<file path="src/rtl/halut_pkg.sv">
// Shared HALUT constants and types used by the encoder bank and its controller.
package halut_pkg;

    localparam int unsigned K             = 16;
    localparam int unsigned C             = 32;
    localparam int unsigned DataTypeWidth = 16;
    localparam int unsigned EncUnits      = 4;

    // Threshold memory geometry of one encoder unit.
    localparam int unsigned ThreshDepth        = (C / EncUnits) * K;
    localparam int unsigned ThreshMemAddrWidth = $clog2(ThreshDepth);

    typedef enum logic [1:0] {
        EncIdle,
        EncLoad,
        EncRun,
        EncDone
    } enc_ctrl_state_e;

endpackage

</file>
<file path="src/rtl/halut_thresh_loader.sv">
// Threshold load datapath: counts accepted config words, splits the index into
// unit/address and drives registered per-unit write ports.
module halut_thresh_loader #(
    parameter int unsigned EncUnits    = 4,
    parameter int unsigned ThreshDepth = 128,
    parameter int unsigned AddrWidth   = 7,
    parameter int unsigned DataWidth   = 16
) (
    input  logic                 clk_i,
    input  logic                 rst_ni,
    input  logic                 clear_i,
    input  logic                 beat_i,
    input  logic [DataWidth-1:0] data_i,
    output logic                 last_o,
    output logic [AddrWidth-1:0] waddr_o [EncUnits],
    output logic [DataWidth-1:0] wdata_o [EncUnits],
    output logic                 we_o    [EncUnits]
);

    localparam int unsigned TotalWords = EncUnits * ThreshDepth;
    localparam int unsigned CntWidth   = $clog2(TotalWords);

    logic [CntWidth-1:0]  cnt_q, cnt_d;
    logic [CntWidth-1:0]  unitIdx;
    logic [AddrWidth-1:0] unitAddr;

    assign unitIdx  = cnt_q / CntWidth'(ThreshDepth);
    assign unitAddr = AddrWidth'(cnt_q % CntWidth'(ThreshDepth));
    assign last_o   = beat_i && (cnt_q == CntWidth'(TotalWords - 1));

    always_comb begin
        cnt_d = cnt_q;
        if (clear_i) begin
            cnt_d = '0;
        end else if (beat_i) begin
            cnt_d = last_o ? '0 : cnt_q + 1'b1;
        end
    end

    // Only the unit owning the current word sees a write strobe; the other
    // units keep their last address/data so idle ports do not toggle.
    always_ff @(posedge clk_i) begin
        if (!rst_ni) begin
            cnt_q <= '0;
            for (int u = 0; u < int'(EncUnits); u++) begin
                we_o[u]    <= 1'b0;
                waddr_o[u] <= '0;
                wdata_o[u] <= '0;
            end
        end else begin
            cnt_q <= cnt_d;
            for (int u = 0; u < int'(EncUnits); u++) begin
                we_o[u] <= beat_i && (unitIdx == CntWidth'(u));
                if (beat_i && (unitIdx == CntWidth'(u))) begin
                    waddr_o[u] <= unitAddr;
                    wdata_o[u] <= data_i;
                end
            end
        end
    end

endmodule

</file>
<file path="src/rtl/halut_encoder_ctrl.sv">
// HALUT encoder bank sequencer: loads all threshold memories from one config
// stream, then runs the bank for a number of rows and tags each result.
module halut_encoder_ctrl #(
    parameter int unsigned K             = halut_pkg::K,
    parameter int unsigned C             = halut_pkg::C,
    parameter int unsigned DataTypeWidth = halut_pkg::DataTypeWidth,
    parameter int unsigned EncUnits      = 4,
    parameter int unsigned RowWidth      = 16,
    localparam int unsigned CAddrWidth         = $clog2(C),
    localparam int unsigned TreeDepth          = $clog2(K),
    localparam int unsigned CPerEncUnit        = C / EncUnits,
    localparam int unsigned ThreshDepth        = CPerEncUnit * K,
    localparam int unsigned ThreshMemAddrWidth = $clog2(ThreshDepth)
) (
    input  logic                          clk_i,
    input  logic                          rst_ni,
    input  logic                          load_i,
    input  logic                          cfg_valid_i,
    output logic                          cfg_ready_o,
    input  logic [DataTypeWidth-1:0]      cfg_data_i,
    input  logic                          start_i,
    input  logic [RowWidth-1:0]           num_rows_i,
    input  logic                          abort_i,
    output logic [ThreshMemAddrWidth-1:0] waddr_o [EncUnits],
    output logic [DataTypeWidth-1:0]      wdata_o [EncUnits],
    output logic                          we_o    [EncUnits],
    output logic                          encoder_o,
    input  logic                          bank_valid_i,
    input  logic [CAddrWidth-1:0]         bank_c_addr_i,
    input  logic [TreeDepth-1:0]          bank_k_addr_i,
    output logic                          out_valid_o,
    output logic [RowWidth-1:0]           out_row_o,
    output logic [CAddrWidth-1:0]         out_c_addr_o,
    output logic [TreeDepth-1:0]          out_k_addr_o,
    output logic                          busy_o,
    output logic                          loaded_o,
    output logic                          done_o,
    output logic                          err_o
);

    import halut_pkg::*;

    enc_ctrl_state_e       state_q;
    logic                  cfg_ready_q, encoder_q, out_valid_q;
    logic                  loaded_q, done_q, err_q;
    logic [RowWidth-1:0]   row_q, num_rows_q, out_row_q;
    logic [CAddrWidth-1:0] c_q, out_c_q;
    logic [TreeDepth-1:0]  out_k_q;
    logic                  beat, loadClear, lastWord;

    // Abort also blocks the handshake so no write escapes in the abort cycle.
    assign beat      = (state_q == EncLoad) && cfg_valid_i && cfg_ready_q && !abort_i;
    assign loadClear = (state_q == EncIdle) && load_i && !abort_i;

    halut_thresh_loader #(
        .EncUnits    (EncUnits),
        .ThreshDepth (ThreshDepth),
        .AddrWidth   (ThreshMemAddrWidth),
        .DataWidth   (DataTypeWidth)
    ) u_loader (
        .clk_i   (clk_i),
        .rst_ni  (rst_ni),
        .clear_i (loadClear),
        .beat_i  (beat),
        .data_i  (cfg_data_i),
        .last_o  (lastWord),
        .waddr_o (waddr_o),
        .wdata_o (wdata_o),
        .we_o    (we_o)
    );

    always_ff @(posedge clk_i) begin
        if (!rst_ni) begin
            state_q     <= EncIdle;
            cfg_ready_q <= 1'b0;
            encoder_q   <= 1'b0;
            out_valid_q <= 1'b0;
            loaded_q    <= 1'b0;
            done_q      <= 1'b0;
            err_q       <= 1'b0;
            row_q       <= '0;
            num_rows_q  <= '0;
            c_q         <= '0;
            out_row_q   <= '0;
            out_c_q     <= '0;
            out_k_q     <= '0;
        end else begin
            done_q      <= 1'b0;
            out_valid_q <= 1'b0;
            if (abort_i) begin
                state_q     <= EncIdle;
                cfg_ready_q <= 1'b0;
                encoder_q   <= 1'b0;
            end else begin
                unique case (state_q)
                    EncIdle: begin
                        if (load_i) begin
                            state_q     <= EncLoad;
                            cfg_ready_q <= 1'b1;
                            loaded_q    <= 1'b0;
                            err_q       <= 1'b0;
                        end else if (start_i && loaded_q) begin
                            err_q      <= 1'b0;
                            row_q      <= '0;
                            c_q        <= '0;
                            num_rows_q <= num_rows_i;
                            if (num_rows_i == '0) begin
                                state_q <= EncDone;
                                done_q  <= 1'b1;
                            end else begin
                                state_q   <= EncRun;
                                encoder_q <= 1'b1;
                            end
                        end
                    end
                    EncLoad: begin
                        if (lastWord) begin
                            state_q     <= EncIdle;
                            cfg_ready_q <= 1'b0;
                            loaded_q    <= 1'b1;
                        end
                    end
                    EncRun: begin
                        if (bank_valid_i) begin
                            out_valid_q <= 1'b1;
                            out_row_q   <= row_q;
                            out_c_q     <= bank_c_addr_i;
                            out_k_q     <= bank_k_addr_i;
                            if (bank_c_addr_i != c_q) begin
                                err_q <= 1'b1;
                            end
                            if (c_q == CAddrWidth'(C - 1)) begin
                                c_q   <= '0;
                                row_q <= row_q + 1'b1;
                                if (row_q == num_rows_q - 1'b1) begin
                                    state_q   <= EncDone;
                                    done_q    <= 1'b1;
                                    encoder_q <= 1'b0;
                                end
                            end else begin
                                c_q <= c_q + 1'b1;
                            end
                        end
                    end
                    EncDone: state_q <= EncIdle;
                    default: state_q <= EncIdle;
                endcase
            end
        end
    end

    assign cfg_ready_o  = cfg_ready_q;
    assign encoder_o    = encoder_q;
    assign out_valid_o  = out_valid_q;
    assign out_row_o    = out_row_q;
    assign out_c_addr_o = out_c_q;
    assign out_k_addr_o = out_k_q;
    assign busy_o       = (state_q != EncIdle);
    assign loaded_o     = loaded_q;
    assign done_o       = done_q;
    assign err_o        = err_q;

endmodule

</file>
<file path="config.mk">
export PLATFORM = sky130hd
export DESIGN_NAME = halut_encoder_ctrl
export DESIGN_NICKNAME = d
export VERILOG_FILES = /design/src/rtl/halut_pkg.sv /design/src/rtl/halut_thresh_loader.sv /design/src/rtl/halut_encoder_ctrl.sv
export SDC_FILE = /design/constraint.sdc
export NUM_CORES = 1
export LEC_CHECK = 0
export BUFFER_PORTS_ARGS = -buffer_cell sky130_fd_sc_hd__buf_2
export CAP_MARGIN = 20
export CORE_ASPECT_RATIO = 1.2
export CORE_UTILIZATION = 58
export DETAILED_ROUTE_END_ITERATION = 10
export HOLD_SLACK_MARGIN = 0.05
export PLACE_DENSITY = 0.95
export SLEW_MARGIN = 0
export SYNTH_ARGS = -nofsm -noshare
export SYNTH_HDL_FRONTEND = slang
export SYNTH_SLANG_ARGS = --single-unit
</file>
<file path="constraint.sdc">
create_clock -name clk_i -period 3.5 [get_ports clk_i]
set_input_delay 0.7 -clock clk_i [delete_from_list [all_inputs] [get_ports clk_i]]
set_output_delay 0.7 -clock clk_i [all_outputs]
set_load 0.02 [all_outputs]
</file>
==> results of run 1 <==
[final cells by class]
type	instances	share of cell area
timing repair buffer	184	0.106
clock inverter	9	0.00998
tap	161	0.0226
sequential	175	0.394
inverter	5	0.00211
clock buffer	21	0.0517
multi-input combinational	666	0.414
[metrics by stage]
stage	power [mW]	cell area (um2)	setup WS, ps
final	3.87	8900	864
after global routing	3.99	8900	554
after CTS	3.89	8900	899
after detailed placement	2.15	8350	851
after global placement	2.15	8350	943
after floorplan	2.10	7430	1220
[worst max path at each step]
| stage | slack (ps) | startpoint | depth (start not counted) | end |
|---|---|---|---|---|
| floorplan | 1220 | num_rows_q[4] | 8 | encoder_o |
| global placement | 940 | cfg_valid_i | 7 | u_loader.wdata_o[34] |
| detailed placement | 850 | cfg_valid_i | 7 | u_loader.wdata_o[32] |
| CTS | 900 | c_q[0] | 9 | row_q[13] |
| global route | 550 | c_q[0] | 9 | row_q[13] |
| finish | 860 | c_q[0] | 9 | row_q[13] |
[logic make-up after synthesis]
logic type / Yosys count
fa+ha+maj: 6
compound gates: 169
xor+xnor: 47
flops: 175
simple gates: 442
buf+inv: 64
mux: 2
[state kept, by name (all words and copies together) (netlist names), 2 cells and up]
name / count
c_q: 5
state_q: 2
out_row_o: 16
u_loader.waddr_o: 28
out_k_addr_o: 4
u_loader.wdata_o: 64
u_loader.cnt_q: 9
out_c_addr_o: 5
row_q: 16
u_loader.we_o: 4
num_rows_q: 16
[report_power, final]
part           leakage [nW]  internal [mW]  switching [mW]
clock                 0.261           1.01           0.751
combinational          1.95         0.0486          0.0629
sequential             1.41           1.99         0.00303
total                  3.63           3.05           0.817
[worst min-delay path: stages, from the launching register on]
cell      delay, ps
dfxtp_1         310
nand2_1          50
a21boi_1         50
[cell usage in the layout (no fill, tap or decap), types with 2 or more instances in the layout]
cell        instances
a21boi_0          135
a21oi_1            10
and2_1              6
and3_1              7
and3b_1             2
and4_1              2
buf_2             174
buf_4              10
clkbuf_1            2
clkbuf_16          17
clkbuf_8            2
clkinv_2            2
clkinv_4            3
clkinvlp_4          3
dfxtp_1           175
ha_1                6
inv_1               5
mux2i_1             2
nand2_1           297
nand2b_1            8
nand3_1            15
nand3b_1            3
nand4_1             5
nand4b_1            2
nor2_1             51
nor2b_1             3
nor3_1             13
nor3b_2             2
nor4_1              7
nor4b_1             2
o21ai_0             7
o31a_1              2
o31ai_1             2
or2_2               4
or3_1               5
or4_1               2
or4_4               2
xnor2_1            19
xor2_1             28
[per-layer routing]
metal  up-vias  part of all wire  GRT usage
met5         -                 0          0
met4         0             0.026      0.129
met3        39             0.082     0.0916
met2       256              0.50      0.502
met1      3122              0.39      0.321
li1       3265                 -          -
==> flow_metrics.tcl, run 1 <==
set metrics [dict create \
    run_status "completed" \
    hold_path_depth 2 \
    cts_setup_buffers 0 \
    synth_xor_area_frac 0.0554 \
    path_max_fanout 10 \
    synthCells 905 \
    crit_slowest_cell "nor4_1" \
    multi_input_area_um2 3680 \
    grt_pass1_vias 6514 \
    synthMuxAreaShare 0.00270 \
    fin_crit_ps 2640 \
    reg2reg_from "c_q[0]" \
    power.density_nw_per_um2 434 \
    clock_path_buffers 2 \
    die_w_um 105 \
    die_h_um 126 \
    r2r-end "row_q[13]" \
    ios 176 \
    postCtsHoldBufs 0 \
    synth_edf_count 0 \
    synth_fa_ha_area_frac 0.0101 \
    htree_levels 4 \
    crit_arrival_ps 2930 \
    path_clk_slew_ps 60 \
    grt_pass1_wl_um 30600 \
    coreArea_um2 12300 \
    viasPerCell 5.47 \
    drt-initial-drc-count 483 \
    synth_most_common_cell "nand2_1" \
    cp.required_ps 3800 \
    slew_headroom 0.389 \
    overflow 0 \
    cts_resized 0 \
    routabilityCongestion 0.877 \
    p_leak_nw 3.63 \
    place_hpwl_um 12800 \
    synth_top_family_by_area "simple AND/OR/NAND/NOR gates" \
    synth_compound_gate_area_share 0.168 \
    ys_seq_area_frac 0.472 \
    hold_ws_ps 450 \
    syn_nets 959 \
    critPathMaxStageDelay_ps 660 \
    drcViolationCount 0 \
    holdPathEnd "u_loader.waddr_o[20]" \
    critical-path-top-delay-family "simple AND/OR/NAND/NOR gates" \
    crit_buf_inv 0 \
    ys_seq_elements 175 \
    synth_top_area_share 0.472 \
    slew_violations 0 \
    final_cell_count_no_fill 1221 \
    clock_skew_ps 6.46 \
    initial_core_util 0.605 \
    crit_chain "ha_1, and3_1, ha_1, and2_1, o221ai_1, nor4_1, nand3_1, xor2_1, nor2_1" \
    ir_drop_mv 0.287 \
    clkSinkCount 175 \
    drive_gt1_frac 0.212 \
    syn_to_final_growth_pct 19.9 \
    fillers 903 \
    max_freq_mhz 379 \
    first_pass_iters 5 \
    rsz0062_at_grt "false" \
    antenna_found_initial 0 \
    finalCritPeriodShare 0.753 \
    cts_root_buffer "clkbuf_16" \
    synth_top_area_cell "dfxtp_1" \
    num_antenna_cells 0 \
    synth_commonest_cells "297 x nand2_1, 175 x dfxtp_1, 135 x a21boi_0" \
    critPathKind "flip-flop to flip-flop" \
    yosysWarnings 0 \
    grt_use_total 0.289 \
    vias 6682 \
    numCtsBuffers 17 \
    cp_common_cell "ha_1" \
    cp-end-kind "flip-flop" \
    hp-start "u_loader.waddr_o[20]" \
    synth_area_leaders "dfxtp_1 47%, nand2_1 15%, a21boi_0 14%" \
    finalSetupTns_ps 0 \
    r2r_cells 9 \
    syn_avg_cell_area_um2 8.21 \
    rows 44 \
    dp.cells 1191 \
    start_kind "flip-flop" \
    clk_latency_ps 430 \
    ff_latch_area_um2 3500 \
    syn-cell-area_um2 7430 \
    nets 1103 \
    drv_cap 0 \
    hp-class "flip-flop to flip-flop" \
    synthFlopType "dfxtp_1" \
    worstMarginPinSlew_ps 917 \
    io_buffers 175 \
    utilization 0.725 \
    hold_viol 0 \
    setup_viol 0 \
    cts_tree "yes" \
    drt_wl_total_um 18200 \
    r2r_slack_ps 860 \
    grt_max_degree 81 \
    drtAntennaViolNets 0 \
    ys_types 51 \
    synth_simple_gate_area_frac 0.258 \
    die-area_um2 13300 \
    async_reset_ff_frac 0 \
    wire_per_inst_um 14.9 \
]
Power figures use the tool's default switching activity.
==> run 2: changes to the inputs <==
CORE_UTILIZATION = 54   (was 58)
PLACE_DENSITY = 0.9   (was 0.95)
clock period = 2.5 ns   (was 3.5 ns; I/O delays follow)
==> run 2 against run 1 <==
Cell count grew 1.9%. Non-clock buffer count increased by 14. Utilization decreased by 4.5 points. Routed wire length rose by 3.8%. Global-route usage is 1.9 points lower. Sequential power rose by 39%. Count of clock-buffer cells in the layout down 1. Clock power is 47% higher. Combinational power increased by 43%. First-iteration DRC count down 4.1%. Critical path type unchanged. Largest cell class unchanged. Highest routed layer unchanged.
==> flow_metrics.tcl, run 2 (same netlist as run 1, synthesis figures left out) <==
set metrics [dict create \
    p_seq_frac 0.505 \
    share_comb_of_total_power 0.029 \
    ff_latch_area_um2 3500 \
    power.density_nw_per_um2 612 \
    max_freq_mhz 416 \
    most-common-layout-cells "297 x nand2_1, 175 x dfxtp_1, 175 x buf_2" \
    wire_per_inst_um 15.2 \
    cp-end-kind "flip-flop" \
    finalSetupTns_ps 0 \
    die_w_um 109 \
    clock_skew_ps 10.2 \
    cts_root_buffer "clkbuf_16" \
    initial_core_util 0.559 \
    drcViolationCount 0 \
    io_buffers 175 \
    startpoint "num_rows_q[2]" \
    rows 46 \
    design_area_um2 9040 \
    setup_viol 0 \
    grt_use_total 0.270 \
    worstMarginPinSlew_ps 775 \
    cts_tree "yes" \
    rsz0062_at_grt "false" \
    coreArea_um2 13300 \
    slew_headroom 0.483 \
    r2r-end "encoder_o" \
    die-area_um2 14200 \
    clk_latency_ps 430 \
    fin_crit_ps 2400 \
    p_clk_frac 0.467 \
    p_sw_frac 0.226 \
    drtAntennaViolNets 0 \
    die_h_um 130 \
    first_pass_iters 5 \
    routabilityCongestion 0.838 \
    num_antenna_cells 0 \
    htree_levels 4 \
    p_sw_mw 1.25 \
    postCtsHoldBufs 0 \
    clkSinkCount 175 \
    nets 1117 \
    hold_viol 0 \
    clock_path_buffers 2 \
    grt_pass1_wl_um 30000 \
    place_hpwl_um 12900 \
    place_area_um2 8450 \
    overflow 0 \
    p_leak_nw 3.71 \
    largest_reg_flops 64 \
    top_regs "u_loader.wdata_o x64, u_loader.waddr_o x28" \
    cp.required_ps 2820 \
    r2r_slack_ps 100 \
    crit_arrival_ps 2720 \
    drt-initial-drc-count 463 \
    grt_pass1_vias 6341 \
    numCtsBuffers 17 \
    p_int_mw 4.28 \
    layout.cells.most_common "nand2_1" \
    multi_input_area_um2 3690 \
    vias 6704 \
    fillers 1007 \
    drv_cap 0 \
    syn_to_final_growth_pct 21.8 \
    critPathKind "flip-flop to flip-flop" \
    run_status "completed" \
    hp-class "input pin to flip-flop" \
    drive_gt1_frac 0.224 \
    critical_path.endpoint "encoder_o" \
    drt_wl_total_um 18900 \
    viasPerCell 5.39 \
    reg2reg_from "num_rows_q[2]" \
    path_max_fanout 5 \
    slew_violations 0 \
    ios 176 \
    finalCritPeriodShare 0.961 \
    regMostFlops "u_loader.wdata_o" \
    ir_drop_mv 0.549 \
    grt_max_degree 98 \
    path_clk_slew_ps 70 \
    start_kind "flip-flop" \
    antenna_found_initial 0 \
    r2r_cells 6 \
]
==> run 2: how the worst min path moves through the flow <==
| stage | startpoint | endpoint | cells past startpoint |
|---|---|---|---|
| 4_1_cts | bank_k_addr_i[3] | out_k_addr_o[3] | 3 |
| 3_3_place_gp | u_loader.waddr_o[20] | u_loader.waddr_o[20] | 2 |
| 5_1_grt | bank_k_addr_i[2] | out_k_addr_o[2] | 3 |
| 6_report | bank_k_addr_i[0] | out_k_addr_o[0] | 3 |
| 2_1_floorplan | num_rows_q[15] | num_rows_q[15] | 2 |
| 3_5_place_dp | u_loader.waddr_o[20] | u_loader.waddr_o[20] | 2 |
==> run 2: power by group through the flow <==
stage	Sequential (mW)	Clock (mW)	Combinational [mW]
final	2.79	2.58	0.159
after global routing	2.79	2.73	0.171
after CTS	2.79	2.60	0.157
after detailed placement	2.86	0	0.155
after global placement	2.86	0	0.154
after floorplan	2.86	0	0.0761
==> run 2: worst max-delay path, cell delays in order, from the launching register on <==
cell and delay (ps):
dfxtp_1 360, or4_4 510, or3_1 490, nor2_1 180, mux2i_1 200, o2111ai_1 220, o31a_1 340
==> run 2: metal layers <==
metal,up-vias,wire [um],global-route usage
li1,3289,-,-
met1,3118,7690,0.316
met2,246,9200,0.455
met3,51,1400,0.0744
met4,0,619,0.125
met5,-,0,0
==> run 2: per-stage QoR <==
step	setup WS [ps]	utilization	power, mW	hold slack, ps	cells
after global routing	2.20	0.680	5.69	321	1244
final	96.9	0.680	5.53	305	1244
after CTS	113	0.679	5.55	296	1243
after floorplan	220	-	2.93	457	905
after global placement	205	0.636	3.01	442	1211
after detailed placement	112	0.636	3.01	446	1211
==> run 2: cell type report <==
cell class                      instances  share of cell area
Multi-Input combinational cell        666               0.408
Clock buffer                           20              0.0494
Timing Repair Buffer                  198               0.116
Tap cell                              168              0.0232
Clock inverter                         12              0.0144
Inverter                                5             0.00208
Sequential cell                       175               0.387
==> run 2: repair_timing <==
action                                  CTS  global route
endpoints found under the setup margin    0             3
resized for setup                         0             1
setup buffers                             0             0
==> run 3: changes to the inputs <==
CELL_PAD_IN_SITES_DETAIL_PLACEMENT = 1   (was not set)
CELL_PAD_IN_SITES_GLOBAL_PLACEMENT = 1   (was not set)
CORE_UTILIZATION = 39   (was 54)
PLACE_DENSITY = 0.89   (was 0.9)
REMOVE_ABC_BUFFERS = 1   (was not set)
==> run 3 against run 2 <==
Routed wire length up 18%. Utilization down 18 points. Design area up 1.2%. Die area up 38%. Critical endpoint unchanged. Hold slack better by 12 ps. Cell count up 6.5%. First-iteration DRC count down 38%.
==> flow_metrics.tcl, run 3 (same netlist as run 1, synthesis figures left out) <==
set metrics [dict create \
    run_status "completed" \
    drv_cap 0 \
    crit_arrival_ps 2680 \
    grt_pass1_vias 7079 \
    share_comb_of_total_power 0.029 \
    worstMarginPinSlew_ps 660 \
    layout.cells.most_common "nand2_1" \
    ir_drop_mv 0.447 \
    drcViolationCount 0 \
    drtAntennaViolNets 0 \
    use_met1 0.249 \
    ios 176 \
    io_buffers 175 \
    p_sw_mw 1.29 \
    p_sw_frac 0.232 \
    critPathKind "flip-flop to flip-flop" \
    rows 54 \
    finalSetupTns_ps 0 \
    power.density_nw_per_um2 608 \
    vias 6797 \
    use_met3 0.0497 \
    path_clk_slew_ps 70 \
    place_area_um2 8560 \
    dp.cells 1293 \
    ff_latch_area_um2 3500 \
    largest_reg_flops 64 \
    setup_viol 0 \
    most-common-layout-cells "297 x nand2_1, 175 x dfxtp_1, 174 x buf_2" \
    multi_input_area_um2 3710 \
    drt-initial-drc-count 289 \
    overflow 0 \
    first_pass_iters 4 \
    drive_gt1_frac 0.227 \
    grt_max_degree 83 \
    clkSinkCount 175 \
    slew_violations 0 \
    coreArea_um2 18400 \
    path_max_fanout 5 \
    utilization 0.496 \
    cts_root_buffer "clkbuf_16" \
    hold_viol 0 \
    top_regs "u_loader.wdata_o x64, u_loader.waddr_o x28" \
    die_w_um 128 \
    die_h_um 153 \
    start_kind "flip-flop" \
    routabilityCongestion 0.835 \
    regMostFlops "u_loader.wdata_o" \
    grt_use_total 0.234 \
    grt_pass1_wl_um 35900 \
    nets 1114 \
    fillers 2272 \
    cts_tree "yes" \
    hp-class "input pin to flip-flop" \
    postCtsHoldBufs 0 \
    fin_crit_ps 2360 \
    p_int_mw 4.28 \
    clock_path_buffers 2 \
    rsz0062_at_grt "false" \
    clk_latency_ps 440 \
    viasPerCell 5.13 \
    design_area_um2 9160 \
    die-area_um2 19600 \
    syn_to_final_growth_pct 23.3 \
    cp-end-kind "flip-flop" \
    final_cell_count_no_fill 1325 \
    setup_slack_ps 141 \
    place_hpwl_um 15600 \
    finalCritPeriodShare 0.943 \
    drt_wl_total_um 22400 \
    p_clk_frac 0.470 \
    numCtsBuffers 17 \
    p_seq_frac 0.501 \
    busiest_layer "met2" \
    initial_core_util 0.403 \
    cp.required_ps 2820 \
    antenna_found_initial 1 \
    slew_headroom 0.560 \
    clock_skew_ps 10.6 \
    htree_levels 4 \
    max_freq_mhz 424 \
    grt_use_met2 0.442 \
    p_leak_nw 3.70 \
    dp_slack_ps 77.8 \
    wire_per_inst_um 16.9 \
]
## run 3: cell types whose count changed in the layout (fill, tap and decap cells not counted), sizes merged
cell      change
clkbuf        -2
clkinvlp      -1
inv           +2
buf           -3
diode         +1
## run 3: routing by layer
metal  share of wire  up-vias
li1                -     3289
met1            0.41     3306
met2            0.53      170
met3           0.044       32
met4           0.019        0
met5               0        -
## run 3: per-stage QoR
| step | power (mW) | hold WS, ps |
|---|---|---|
| floorplan | 2.91 | 457 |
| detailed placement | 3.02 | 454 |
| CTS | 5.62 | 302 |
| finish | 5.57 | 317 |
| global route | 5.74 | 307 |
| global placement | 3.02 | 446 |
## run 3: worst max-delay path, stage by stage (launching register included)
cell	delay, ps
dfxtp_1	360
or4_4	580
or3_4	430
nor2_1	150
mux2i_1	230
o2111ai_2	190
o31a_1	310
## run 3: area by class of cell
cell class	instances	area share
sequential	175	0.383
inverter	5	0.00205
clock buffer	18	0.0480
multi-input combinational	666	0.405
tap	252	0.0344
antenna	1	0.000273
clock inverter	13	0.0141
timing repair buffer	195	0.114
## run 3: repair_timing
item                       in CTS  in global routing
setup endpoints to repair       0                  5
resized for setup               0                  4
setup buffers                   0                  0
## run 3: power groups by stage
stage               Combinational [mW]  Sequential (mW)  Clock [mW]
floorplan                       0.0519             2.86           0
global placement                 0.162             2.86           0
detailed placement               0.163             2.86           0
CTS                              0.164             2.79        2.67
global route                     0.176             2.79        2.78
finish                           0.162             2.79        2.62
## run 3: final timing paths
check,from,end,slack [ps],depth (start not counted)
max,num_rows_q[0],encoder_o,140,6
min reg2reg,u_loader.waddr_o[22],u_loader.waddr_o[22],460,2
max reg2reg,num_rows_q[0],encoder_o,140,6
min,bank_k_addr_i[3],out_k_addr_o[3],320,3
